==> src/rtl/seq_mult_pkg.sv <==
// seq_mult_pkg: state encoding and sizing helpers shared by the multiplier control and collector
package seq_mult_pkg;
  typedef enum logic [1:0] {IDLE, COLLECT, HOLD} state_t;
  function automatic int cnt_width(input int max_width, input int p);
    return $clog2(2 * max_width / p) + 1;
  endfunction
endpackage

==> src/rtl/seq_sign_ext.sv <==
// seq_sign_ext: replicate din[msb] into every bit above msb when enabled, else pass through
module seq_sign_ext #(
  parameter int N  = 32,
  parameter int IW = $clog2(N)
) (
  input  logic [N-1:0]  din,
  input  logic [IW-1:0] msb,
  input  logic          en,
  output logic [N-1:0]  dout
);
  // bits above the dynamic sign position take the sign bit, the rest are untouched
  always_comb begin
    for (int i = 0; i < N; i++) dout[i] = (en && i > int'(msb)) ? din[msb] : din[i];
  end
endmodule

==> src/rtl/seq_mult_deser.sv <==
// seq_mult_deser: collects LSD-first product digits into a full-width, optionally sign-extended result
module seq_mult_deser
  import seq_mult_pkg::*;
#(
  parameter int P         = 2,
  parameter int MAX_WIDTH = 16
) (
  input  logic                            clk,
  input  logic                            rst_n,
  input  logic                            start,
  input  logic [$clog2(MAX_WIDTH/P)+1:0]  bitSize,
  input  logic                            signed_mode,
  input  logic                            digit_valid,
  input  logic [P-1:0]                    digit,
  input  logic                            prod_ready,
  output logic [2*MAX_WIDTH-1:0]          product,
  output logic                            prod_valid,
  output logic                            busy,
  output logic                            overrun
);
  localparam int N    = 2 * MAX_WIDTH;
  localparam int DMAX = MAX_WIDTH / P;
  localparam int CW   = cnt_width(MAX_WIDTH, P);
  localparam int IW   = $clog2(N);
  localparam int BW   = $clog2(MAX_WIDTH / P) + 2;
  state_t         state_q, state_d;
  logic [CW-1:0]  cnt_q, cnt_d, ndig_q, ndig_d, ndig_new;
  logic           sgn_q, sgn_d;
  logic [N-1:0]   product_q, product_d, prod_ins, prod_ext;
  logic           prod_valid_q, prod_valid_d, busy_q, busy_d, overrun_q, overrun_d;
  logic [BW-1:0]  bs_eff;
  logic [IW-1:0]  msb;
  logic           last;
  assign bs_eff   = (bitSize == '0 || bitSize > BW'(DMAX)) ? BW'(DMAX) : bitSize;
  assign ndig_new = CW'(2 * bs_eff);
  assign last     = (cnt_q == ndig_q - 1'b1);
  assign msb      = IW'(P * ndig_q - 1);
  // current product with the incoming digit dropped into its slot
  always_comb begin
    prod_ins = product_q;
    prod_ins[P*cnt_q +: P] = digit;
  end
  seq_sign_ext #(.N(N), .IW(IW)) u_sign_ext (
    .din  (prod_ins),
    .msb  (msb),
    .en   (sgn_q),
    .dout (prod_ext)
  );
  // next state: start wins everywhere, digits fill in COLLECT, stray digits flag overrun
  always_comb begin
    state_d   = state_q;
    cnt_d     = cnt_q;
    ndig_d    = ndig_q;
    sgn_d     = sgn_q;
    product_d = product_q;
    overrun_d = overrun_q;
    if (start) begin
      state_d   = COLLECT;
      cnt_d     = '0;
      ndig_d    = ndig_new;
      sgn_d     = signed_mode;
      product_d = '0;
      overrun_d = 1'b0;
    end else if (state_q == COLLECT) begin
      if (digit_valid) begin
        cnt_d     = cnt_q + 1'b1;
        product_d = last ? prod_ext : prod_ins;
        state_d   = last ? HOLD : COLLECT;
      end
    end else begin
      overrun_d = overrun_q | digit_valid;
      state_d   = (state_q == HOLD && prod_ready) ? IDLE : state_q;
    end
    prod_valid_d = (state_d == HOLD);
    busy_d       = (state_d == COLLECT);
  end
  // all state and outputs registered, cleared asynchronously
  always_ff @(posedge clk or negedge rst_n) begin
    if (!rst_n) begin
      state_q      <= IDLE;
      cnt_q        <= '0;
      ndig_q       <= '0;
      sgn_q        <= 1'b0;
      product_q    <= '0;
      prod_valid_q <= 1'b0;
      busy_q       <= 1'b0;
      overrun_q    <= 1'b0;
    end else begin
      state_q      <= state_d;
      cnt_q        <= cnt_d;
      ndig_q       <= ndig_d;
      sgn_q        <= sgn_d;
      product_q    <= product_d;
      prod_valid_q <= prod_valid_d;
      busy_q       <= busy_d;
      overrun_q    <= overrun_d;
    end
  end
  assign product    = product_q;
  assign prod_valid = prod_valid_q;
  assign busy       = busy_q;
  assign overrun    = overrun_q;
endmodule

==> config.mk <==
export PLATFORM = sky130hd
export DESIGN_NAME = seq_mult_deser
export DESIGN_NICKNAME = d
export VERILOG_FILES = /design/src/rtl/seq_mult_pkg.sv /design/src/rtl/seq_sign_ext.sv /design/src/rtl/seq_mult_deser.sv
export SDC_FILE = /design/constraint.sdc
export NUM_CORES = 1
export LEC_CHECK = 0
export CORE_UTILIZATION = 55
export CTS_CLUSTER_SIZE = 12
export DETAILED_ROUTE_END_ITERATION = 10
export PLACE_DENSITY = 0.78
export SYNTH_ARGS = -nofsm -noshare
export SYNTH_HDL_FRONTEND = slang
export SYNTH_SLANG_ARGS = --single-unit
export TNS_END_PERCENT = 20
==> constraint.sdc <==
create_clock -name clk -period 3.9 [get_ports clk]
set_input_delay 0.39 -clock clk [delete_from_list [all_inputs] [get_ports clk]]
set_output_delay 0.39 -clock clk [all_outputs]
set_load 0.02 [all_outputs]
==> results of run 1 <==
==> per-layer routing <==
| layer | global-route usage [%] | part of all wire (%) | up-vias |
|---|---|---|---|
| met3 | 5.371 | 8.5 | 33 |
| li1 | - | - | 1512 |
| met1 | 44.86 | 43 | 1619 |
| met4 | 8.545 | 2.9 | 0 |
| met2 | 53.68 | 46 | 211 |
| met5 | 0 | 0 | - |
==> flip-flops by register name (all words and copies together) (netlist names) <==
signal	cells
busy	1
cnt_q	5
ndig_q	4
overrun	1
prod_valid	1
product	32
sgn_q	1
state_q	2
==> worst register-to-register path, stage by stage (launching register included) <==
cell      delay [ns]
dfrtp_1         0.52
inv_1           0.11
ha_1            0.45
nand2b_1        0.22
nor2_1          0.18
ha_1            0.29
and4bb_2        0.27
o21ai_2         0.17
o21ai_0         0.23
a21oi_2         0.21
nand3_4         0.32
o41ai_1         0.43
==> report_power, final <==
group	total (W)	internal, W	leakage [nW]	switching [W]
clock	0.000433	0.000256	0.0654	0.000177
sequential	0.000511	0.000496	0.636	0.0000141
combinational	0.000266	0.0000866	0.783	0.000179
==> metrics by stage <==
stage          total power (W)  setup WS [ns]  hold WS (ns)  instances  area [sq um]
6_report              0.001210         0.3950        0.2691        490          3935
4_1_cts               0.001207         0.4326        0.3105        490          3935
2_1_floorplan        0.0006948         0.7930       0.09441        379          3306
3_5_place_dp         0.0007780         0.4678        0.4839        482          3802
5_1_grt               0.001254         0.1614        0.3673        490          3935
3_3_place_gp         0.0007735         0.6221        0.4803        482          3802
==> final timing paths <==
check	endpoint	slack, ns
min	product[0]	0.27
max reg2reg	product[11]	0.40
max in group asynchronous	product[22]	2.95
min in group clk	product[25]	0.51
min reg2reg	product[25]	0.51
max	product[11]	0.40
==> logic make-up after synthesis <==
group	share of synthesized area (%)
adders and majority gates	2.649
buffers and inverters	5.413
muxes	1.249
DFF	35.58
xor gates and xnor gates	3.747
and+or+nand+nor	24.15
AOI/OAI and AO/OA	27.22
==> placed cells by master (no fill, tap or decap), drive strengths merged, types with 4 or more instances in the layout <==
master	instances
o31ai	8
a21o	9
nor3	14
clkdlybuf4s50	46
xnor2	6
nand2	31
nand2b	7
nor4b	4
nand4	14
buf	9
o22ai	13
o21ai	22
a32oi	8
and2	4
xor2	6
a21oi	26
dfrtp	47
ha	7
clkbuf	6
a31oi	4
nand3	14
nor2	31
inv	16
==> area by class of cell <==
class	count	area, sq um
well taps	72	90.09
inverters	16	60.06
fillers	480	1707
multi-input cells	292	1951
clock buffers	6	72.57
flip-flops and latches	47	1176
repair buffers	55	525.5
clock inverters	2	60.06
==> impl_metrics.ini, run 1 <==
[run_status]
outcome = complete, but fails checks
violations = DRC

[global_routing]
antenna_found_initial = 0
grt_max_degree = 48
grt_pass1_vias = 3068
grt-ovfl-total = 0
grt_pass1_wl_microns = 15860
gr-usage-all-layers_pct = 32.84

[finish]
antenna_cells = 0
layout-drive-gt1-share_pct = 7.895
nets = 437
final_core_utilization_pct = 69.75
syn2layout_area_growth_pct = 19.04

[setup_path]
worst_setup_path_start_kind = register
reg2reg_depth = 11
cpPeakStageDelay_ns = 0.52
arrival_ns = 3.70
crit_start = cnt_q[1]
cp-end-kind = register
slowest_stage = dfrtp_1
critPathRequiredTime_ns = 4.10
critPathKind = register to register
r2r-start = cnt_q[1]
path_buf_inv = 1
cp_common_cell = ha_1
critical_path.max_fanout = 28
path_depth = 11
cp_cell_sequence = inv_1 -> ha_1 -> nand2b_1 -> nor2_1 -> ha_1 -> and4bb_2 -> o21ai_2 -> o21ai_0 -> a21oi_2 -> nand3_4 -> o41ai_1
cp_top_family = compound AO/OA/AOI/OAI gates

[sta]
worst_pin_slew_ns = 1.255
period_minus_slack_ns = 3.505
fin_tns_setup_ns = 0
finalHoldViolations = 0
skew_ns = 0.006786
maxSlewViolCount = 0
slew_headroom_pct = 15.26
rsz0062_at_grt = false
fmax_mhz = 285.3
finalCritPeriodShare_pct = 89.87
setup_violations = 0

[power]
power_leakage_nw = 1.485
power.density_nw_per_um2 = 307.4
ir_drop_v = 0.0001885

[clock_tree]
cts_setup_buffers = 0
cts_buffer_depth = 2
cts_resized = 0
numCtsBuffers = 5
clk_latency_ns = 0.30
cts.sinks = 47
cts_hold_buf = 0
htreeDepth = 2
root_buffer = clkbuf_8
clk_pin_slew_ns = 0.09
cts_tree = yes

[detailed_routing]
drt_pre_antenna_iters = 9
via_per_inst = 6.888
antenna_left = 0
drc_errors = 1
vias = 3375
wl_per_cell_microns = 20.58
drt_iter0_markers = 397
drt-total-wl_microns = 10080

[logic_synthesis]
synth_common_cells = 47 x dfrtp_1, 31 x nand2_1, 31 x nor2_1
synth.top_cell.area_share_pct = 35.58
synth-edff-count = 0
netlist_instances = 379
synth.ff_latch_count = 47
syn-cell-area_sq_um = 3306
synth-seq-area-share_pct = 35.58
async_flop_share_pct = 100.0
yosys.area.top_type = dfrtp_1
ys_warn_count = 0
syn-num-nets = 399
synth.area.top_cells = dfrtp_1 36%, nand2_1 3.5%, nor2_1 3.5%, a21oi_1 3.5%, ha_1 2.6%
synth_area_per_cell_sq_um = 8.722
synth_ff_type = dfrtp_1
netlist-cell-type-count = 71
yosysMostFrequentCell = dfrtp_1

[die]
fp.dieH_microns = 79.53
num_rows = 27
design.core.area_sq_um = 5642
pin_count = 48
floorplan.initialDensity_pct = 58.59
die-area_sq_um = 6324
die_w_microns = 79.53

[job]
max_cap_violations = 0

[hold_path]
hold_class = primary input to asynchronous set/reset pin

[place]
io_buffers = 47
dp_hpwl_microns = 7169
place_congestion = 0.9866
Note: power is estimated with default switching activity, not from simulation.
==> run 2, diff against run 1 <==
- TNS_END_PERCENT: 20 -> 50
==> results of run 2 <==
The final DEF is identical to that of run 1; final timing and power are the same.
